===== src/rtl/mem_arb_pkg.sv =====
// Shared encodings for the fetch/data memory port arbiter: FSM states, grant
// identifiers and the round-robin pick rule.
package mem_arb_pkg;

    typedef enum logic [1:0] {
        ST_IDLE   = 2'd0,
        ST_ACCESS = 2'd1,
        ST_RESP   = 2'd2
    } arb_state_e;

    typedef enum logic {
        GNT_FETCH = 1'b0,
        GNT_DATA  = 1'b1
    } grant_e;

    // On a tie the port that did not win last time goes next; a lone requester always wins.
    function automatic grant_e pick_grant(input logic fetch_req, input logic data_req,
                                          input grant_e last_grant);
        grant_e g;
        if (fetch_req && data_req) begin
            g = (last_grant == GNT_FETCH) ? GNT_DATA : GNT_FETCH;
        end else if (data_req) begin
            g = GNT_DATA;
        end else begin
            g = GNT_FETCH;
        end
        return g;
    endfunction

endpackage


===== src/rtl/arb_wait_timer.sv =====
// Wait counter for one memory access: cleared outside ACCESS, counts every
// ACCESS cycle, and flags the last cycle allowed before the access is aborted.
module arb_wait_timer #(
    parameter int CNT_W   = 8,
    parameter int TIMEOUT = 255
) (
    input  logic clk,
    input  logic rst,
    input  logic clear,
    input  logic enable,
    output logic expired
);

    logic [CNT_W-1:0] count_q;
    logic [CNT_W-1:0] count_d;

    always_comb begin
        count_d = count_q;
        if (clear) begin
            count_d = '0;
        end else if (enable) begin
            count_d = count_q + CNT_W'(1);
        end
    end

    always_ff @(posedge clk) begin
        if (rst) begin
            count_q <= '0;
        end else begin
            count_q <= count_d;
        end
    end

    assign expired = (count_q == CNT_W'(TIMEOUT - 1));

endmodule


===== src/rtl/mem_port_arbiter.sv =====
// Round-robin arbiter sharing one single-ported memory between instruction
// fetch and load/store, with registered handshake outputs and access timeout.
module mem_port_arbiter
    import mem_arb_pkg::*;
#(
    parameter int ADDR_W  = 32,
    parameter int DATA_W  = 32,
    parameter int TIMEOUT = 255,
    parameter int CNT_W   = 8
) (
    input  logic              clk,
    input  logic              rst,
    input  logic              if_req,
    input  logic [ADDR_W-1:0] if_addr,
    output logic [DATA_W-1:0] if_rdata,
    output logic              if_ack,
    input  logic              d_req,
    input  logic              d_we,
    input  logic [ADDR_W-1:0] d_addr,
    input  logic [DATA_W-1:0] d_wdata,
    output logic [DATA_W-1:0] d_rdata,
    output logic              d_ack,
    output logic              m_en,
    output logic              m_we,
    output logic [ADDR_W-1:0] m_addr,
    output logic [DATA_W-1:0] m_wdata,
    input  logic [DATA_W-1:0] m_rdata,
    input  logic              m_ready,
    output logic              err,
    output logic              busy
);

    arb_state_e        state_q, state_d;
    grant_e            grant_q, grant_d;
    grant_e            last_grant_q, last_grant_d;
    logic              m_en_q, m_en_d;
    logic              m_we_q, m_we_d;
    logic [ADDR_W-1:0] m_addr_q, m_addr_d;
    logic [DATA_W-1:0] m_wdata_q, m_wdata_d;
    logic [DATA_W-1:0] if_rdata_q, if_rdata_d;
    logic [DATA_W-1:0] d_rdata_q, d_rdata_d;
    logic              if_ack_q, if_ack_d;
    logic              d_ack_q, d_ack_d;
    logic              err_q, err_d;
    logic              busy_q, busy_d;
    logic              timer_expired;
    logic              access_done;
    logic [DATA_W-1:0] resp_data;
    grant_e            pick;

    arb_wait_timer #(
        .CNT_W   (CNT_W),
        .TIMEOUT (TIMEOUT)
    ) u_wait_timer (
        .clk     (clk),
        .rst     (rst),
        .clear   (state_q != ST_ACCESS),
        .enable  (state_q == ST_ACCESS),
        .expired (timer_expired)
    );

    assign pick        = pick_grant(if_req, d_req, last_grant_q);
    assign access_done = m_ready || timer_expired;
    // A timed-out access returns zero data; m_ready takes priority over the timeout.
    assign resp_data   = m_ready ? m_rdata : '0;

    always_comb begin
        state_d      = state_q;
        grant_d      = grant_q;
        last_grant_d = last_grant_q;
        m_en_d       = 1'b0;
        m_we_d       = m_we_q;
        m_addr_d     = m_addr_q;
        m_wdata_d    = m_wdata_q;
        if_rdata_d   = if_rdata_q;
        d_rdata_d    = d_rdata_q;
        if_ack_d     = 1'b0;
        d_ack_d      = 1'b0;
        err_d        = 1'b0;

        unique case (state_q)
            ST_IDLE: begin
                if (if_req || d_req) begin
                    grant_d = pick;
                    m_en_d  = 1'b1;
                    state_d = ST_ACCESS;
                    if (pick == GNT_DATA) begin
                        m_we_d    = d_we;
                        m_addr_d  = d_addr;
                        m_wdata_d = d_wdata;
                    end else begin
                        m_we_d    = 1'b0;
                        m_addr_d  = if_addr;
                        m_wdata_d = '0;
                    end
                end
            end
            ST_ACCESS: begin
                m_en_d = 1'b1;
                if (access_done) begin
                    m_en_d  = 1'b0;
                    m_we_d  = 1'b0;
                    err_d   = !m_ready;
                    state_d = ST_RESP;
                    if (grant_q == GNT_FETCH) begin
                        if_ack_d   = 1'b1;
                        if_rdata_d = resp_data;
                    end else begin
                        d_ack_d = 1'b1;
                        if (!m_we_q) begin
                            d_rdata_d = resp_data;
                        end
                    end
                end
            end
            ST_RESP: begin
                last_grant_d = grant_q;
                state_d      = ST_IDLE;
            end
            default: begin
                state_d = ST_IDLE;
            end
        endcase

        busy_d = (state_d != ST_IDLE);
    end

    always_ff @(posedge clk) begin
        if (rst) begin
            state_q      <= ST_IDLE;
            grant_q      <= GNT_FETCH;
            last_grant_q <= GNT_FETCH;
            m_en_q       <= 1'b0;
            m_we_q       <= 1'b0;
            m_addr_q     <= '0;
            m_wdata_q    <= '0;
            if_rdata_q   <= '0;
            d_rdata_q    <= '0;
            if_ack_q     <= 1'b0;
            d_ack_q      <= 1'b0;
            err_q        <= 1'b0;
            busy_q       <= 1'b0;
        end else begin
            state_q      <= state_d;
            grant_q      <= grant_d;
            last_grant_q <= last_grant_d;
            m_en_q       <= m_en_d;
            m_we_q       <= m_we_d;
            m_addr_q     <= m_addr_d;
            m_wdata_q    <= m_wdata_d;
            if_rdata_q   <= if_rdata_d;
            d_rdata_q    <= d_rdata_d;
            if_ack_q     <= if_ack_d;
            d_ack_q      <= d_ack_d;
            err_q        <= err_d;
            busy_q       <= busy_d;
        end
    end

    assign m_en     = m_en_q;
    assign m_we     = m_we_q;
    assign m_addr   = m_addr_q;
    assign m_wdata  = m_wdata_q;
    assign if_rdata = if_rdata_q;
    assign d_rdata  = d_rdata_q;
    assign if_ack   = if_ack_q;
    assign d_ack    = d_ack_q;
    assign err      = err_q;
    assign busy     = busy_q;

endmodule

===== config.mk =====
export PLATFORM = sky130hd
export DESIGN_NAME = mem_port_arbiter
export DESIGN_NICKNAME = d
export VERILOG_FILES = /design/src/rtl/mem_arb_pkg.sv /design/src/rtl/arb_wait_timer.sv /design/src/rtl/mem_port_arbiter.sv
export SDC_FILE = /design/constraint.sdc
export NUM_CORES = 1
export LEC_CHECK = 0
export CORE_MARGIN = 5
export CORE_UTILIZATION = 30
export DETAILED_ROUTE_END_ITERATION = 10
export DONT_BUFFER_PORTS = 1
export PLACE_DENSITY = 0.41
export SETUP_SLACK_MARGIN = 0.4
export SLEW_MARGIN = 20
export SYNTH_ARGS = -nofsm -noshare
export SYNTH_HDL_FRONTEND = slang
export SYNTH_SLANG_ARGS = --single-unit

===== constraint.sdc =====
create_clock -name clk -period 1.6 [get_ports clk]
set_input_delay 0.4 -clock clk [delete_from_list [all_inputs] [get_ports clk]]
set_output_delay 0.4 -clock clk [all_outputs]
set_load 0.05 [all_outputs]

==> summary.md <==
| Metric | Value |
|---|---|
| MaxCap Viol Count | 0 |
| Startpoint Class | register |
| Remaining Overflow, GRT | 0 |
| Area occupied by multi-input gates | 0.003994 mm2 |
| Vias in the first global route | 5482 |
| DR vias | 5585 |
| Length in cells of the worst reg-to-reg path | 5 |
| Area after DPL | ~0.0065 mm2 |
| Worst EP arrival | 1.74 ns |
| Mean Syn Cell Area | slightly below 10 um2 |
| Die X-Extent | 152.8 um |
| Top FF cell, synth | dfxtp_1 |
| Post-synthesis sequential area ratio | between 40% and 50% |
| Die area | between 0.02 and 0.025 mm2 |
| Gr usage total | roughly 17% |
| PwrDens | 1089 mW/mm2 |
| Highest metal used | met4 |
| # rows | between 50 and 60 |
| CTS Sinks | between 100 and 150 |
| Syn Std Cell Area | 0.006116 mm2 |
| Unique masters post-synth | 40 |
| Setup violators final | 0 |
| Clock power frac | 36.0% |
| Metal3 WL | 1897 um |
| Met1 WL | 9112 um |
| Final Critical Period | 1.417 ns |
| Largest net degree at the start of global routing | 137 |
| Fin Setup TNS | 0 ns |
| Worst min path class | input port to register |
| TritonCTS Buffers | 17 |
| Core area | between 0.02 and 0.025 mm2 |
| Yosys Warn Count | 0 |
| Initial antenna violation count | 0 |
| Initial DRC Count | 234 |
| Sequential share of power | between 40% and 50% |
| DP Wirelength | ~12000 um |
| Maximum VDD drop | 613.5 uV |
| Worst hold path stage count | 1 |
| Wire length per cell | 24.45 um |
| DRC Markers | 0 |
| Ys async rst share | 0% |
| Psw | 0.003665 W |
| Slew at the pin closest to its max-slew limit | 0.5138 ns |
| Share of layout cells above drive strength 1 | 69.49% |
| Fillcell total | 1805 |
| Slew HR | 65.75% |
| Clock Skews | between 0.009 and 0.01 ns |
| Die Span Y | ~150 um |
| R2R Path Start | u_wait_timer.count_q[0] |
| Final period util | 88.56% |
| Area grow syn2layout | 62.11% |
| Synthesis-stage register bit count | roughly 150 |
| Post-route cell area | 0.009915 mm2 |
| Port Buffer Count | 0 |
| Longest Clk Path Bufs | 2 |
| Internal Power | between 0.007 and 0.008 W |
| Vias per inst | 5.848 |
| Syn Nets | 766 |
| WS Path Type | register to register |
| # diodes | 0 |
| Starting Density | between 30% and 40% |
| Outcome | complete, no violations |
| Clock slew at the register clock pins of the worst setup and hold paths | ~0.060 ns |
| Power after layout | around 0.011 W |
| Max Freq | 705.8 MHz |
| Cells after Synth | 630 |
| CP Max Fanout | 6 |
| Routed Antenna Nets | 0 |
| First-pass GRT wire length | 32560 um |
| Routed WL | between 20000 and 25000 um |
| Logic pwr share | about a fifth |
| Worst hold slack | about 0.057 ns |
| RSZ-0062 raised after global routing | yes |
| EDFF count, synth | 0 |
| Clock tree from TritonCTS | done |
| Critical Path End Type | register |
| Skew-Pair Late Insertion Delay | between 0.4 and 0.5 ns |
| Detailed-router iteration count before antenna repair | 4 |
| Sw frac | 33.95% |
| Final Util | 49.16% |
| Worst hold endpoint | m_addr[7] |
| CP required | 1.92 ns |
| Reg2reg setup slack | 0.18 ns |
| Reg-to-Reg End | if_rdata[9] |
| Flip-flop and latch area | 0.003425 mm2 |
| H-tree levels | 4 |
| Root buf cell | clkbuf_16 |
| Met2 WL | 11900 um |
| Static leakage | around 3.2 nW |
| I/O pin cnt | 268 |
| Hold path startpoint | rst |
| Final slew viol count | 0 |
| Final hold viol count | 0 |
| Placer Congestion | 0.7379 |
| Final net count | 808 |
placed cells by master (no fill, tap or decap), types with 4 or more instances in the layout:
cell / Yosys / routed
a31oi_1: 64 / 55
nand2_1: 35 / 34
buf_8: 0 / 11
clkbuf_16: 0 / 29
dfxtp_4: 0 / 129
nand3_2: 0 / 12
o21ai_0: 36 / 15
nand3_4: 0 / 18
a31oi_4: 0 / 5
dfxtp_2: 0 / 14
a211oi_2: 0 / 16
a21oi_1: 68 / 19
mux2i_4: 0 / 13
nor2_1: 9 / 7
mux2i_1: 33 / 15
buf_12: 0 / 15
a311oi_2: 28 / 58
a21oi_2: 0 / 49
buf_16: 0 / 12
buf_4: 9 / 28
buf_6: 3 / 15
a211oi_1: 32 / 16
a311oi_1: 36 / 6
o21ai_1: 0 / 19
mux2i_2: 0 / 5
inv_6: 0 / 5
nand3_1: 36 / 6
a31oi_2: 0 / 4
kinds of logic after synthesis:
family / count (synthesis) / synth area share [%]
mux: 33 / 5.401
simple gates: 96 / 7.570
fa+ha+maj: 2 / 0.4091
flops: 146 / 47.79
buf+inv: 78 / 6.178
compound gates: 272 / 32.22
xor+xnor: 3 / 0.4297
power by group through the flow:
stage / sequential (W) / combinational, W / clock [W]
floorplan: 0.00484 / 0.000916 / 0
global placement: 0.00486 / 0.00107 / 0
detailed placement: 0.00486 / 0.00111 / 0
CTS: 0.00475 / 0.00157 / 0.00401
global route: 0.00477 / 0.00229 / 0.00418
finish: 0.00475 / 0.00216 / 0.00389
metal layers:
layer | vias to the layer above | global-route usage [%]
met5 | - | 0
met4 | 0 | 5.473
met3 | 29 | 7.526
met2 | 195 | 28.91
li1 | 2567 | -
met1 | 2794 | 20.16
synth_stat cells (all sizes together) (3+ instances only):
library cell | count | area (um2)
a21oi | 68 | 340.3
nor2 | 10 | 40.04
mux2i | 33 | 330.3
nand3 | 36 | 180.2
nand2 | 35 | 131.4
clkbuf | 36 | 135.1
o21ai | 36 | 180.2
buf | 40 | 235.2
dfxtp | 146 | 2923
a211oi | 32 | 240.2
a311oi | 64 | 735.7
a31oi | 64 | 400.4
nor3b | 3 | 27.52
critical path, stage by stage, from the launching register on:
cell,delay (ns)
dfxtp_2,0.33
inv_2,0.04
ha_4,0.16
a41o_4,0.36
clkbuf_16,0.19
a311oi_2,0.23
state kept, by name, indices dropped and copies added (netlist names), 2 cells and up:
| signal | cells |
|---|---|
| d_rdata | 32 |
| if_rdata | 32 |
| m_addr | 32 |
| m_wdata | 32 |
| u_wait_timer.count_q | 8 |
| state_q | 2 |
what timing repair did:
item                       4_1_cts  5_1_grt
gates cloned                    15       17
gates resized for setup        292      235
pin swaps                       29      119
setup endpoints to repair      279      278
hold buffers                     0        0
setup buffers                   18       20
metrics by stage:
step | setup slack (ns) | cells
floorplan | 0.2842 | 630
global placement | 0.02196 | 853
detailed placement | 0.001487 | 853
CTS | 0.1867 | 918
global route | 0.1351 | 955
finish | 0.1831 | 955
worst max-delay path by stage:
| stage | cells after the start | end | startpoint | slack (ns) |
|---|---|---|---|---|
| finish | 5 | if_rdata[9] | u_wait_timer.count_q[0] | 0.18 |
| CTS | 1 | m_addr[1] | m_addr[1] | 0.19 |
| global route | 5 | if_rdata[9] | u_wait_timer.count_q[0] | 0.14 |
| floorplan | 4 | d_rdata[10] | m_we | 0.28 |
| global placement | 3 | m_addr[26] | state_q[1] | 0.02 |
| detailed placement | 3 | m_addr[1] | state_q[1] | 0.001 |
final cells by class:
cell class,count,area share (%)
Clock inverter,15,1.489
Inverter,2,0.07572
Clock buffer,17,4.291
Sequential cell,146,34.54
Tap cell,270,3.407
Timing Repair Buffer,97,15.91
Multi-Input combinational cell,408,40.28
No activity file was read; power rests on OpenSTA's default activity.
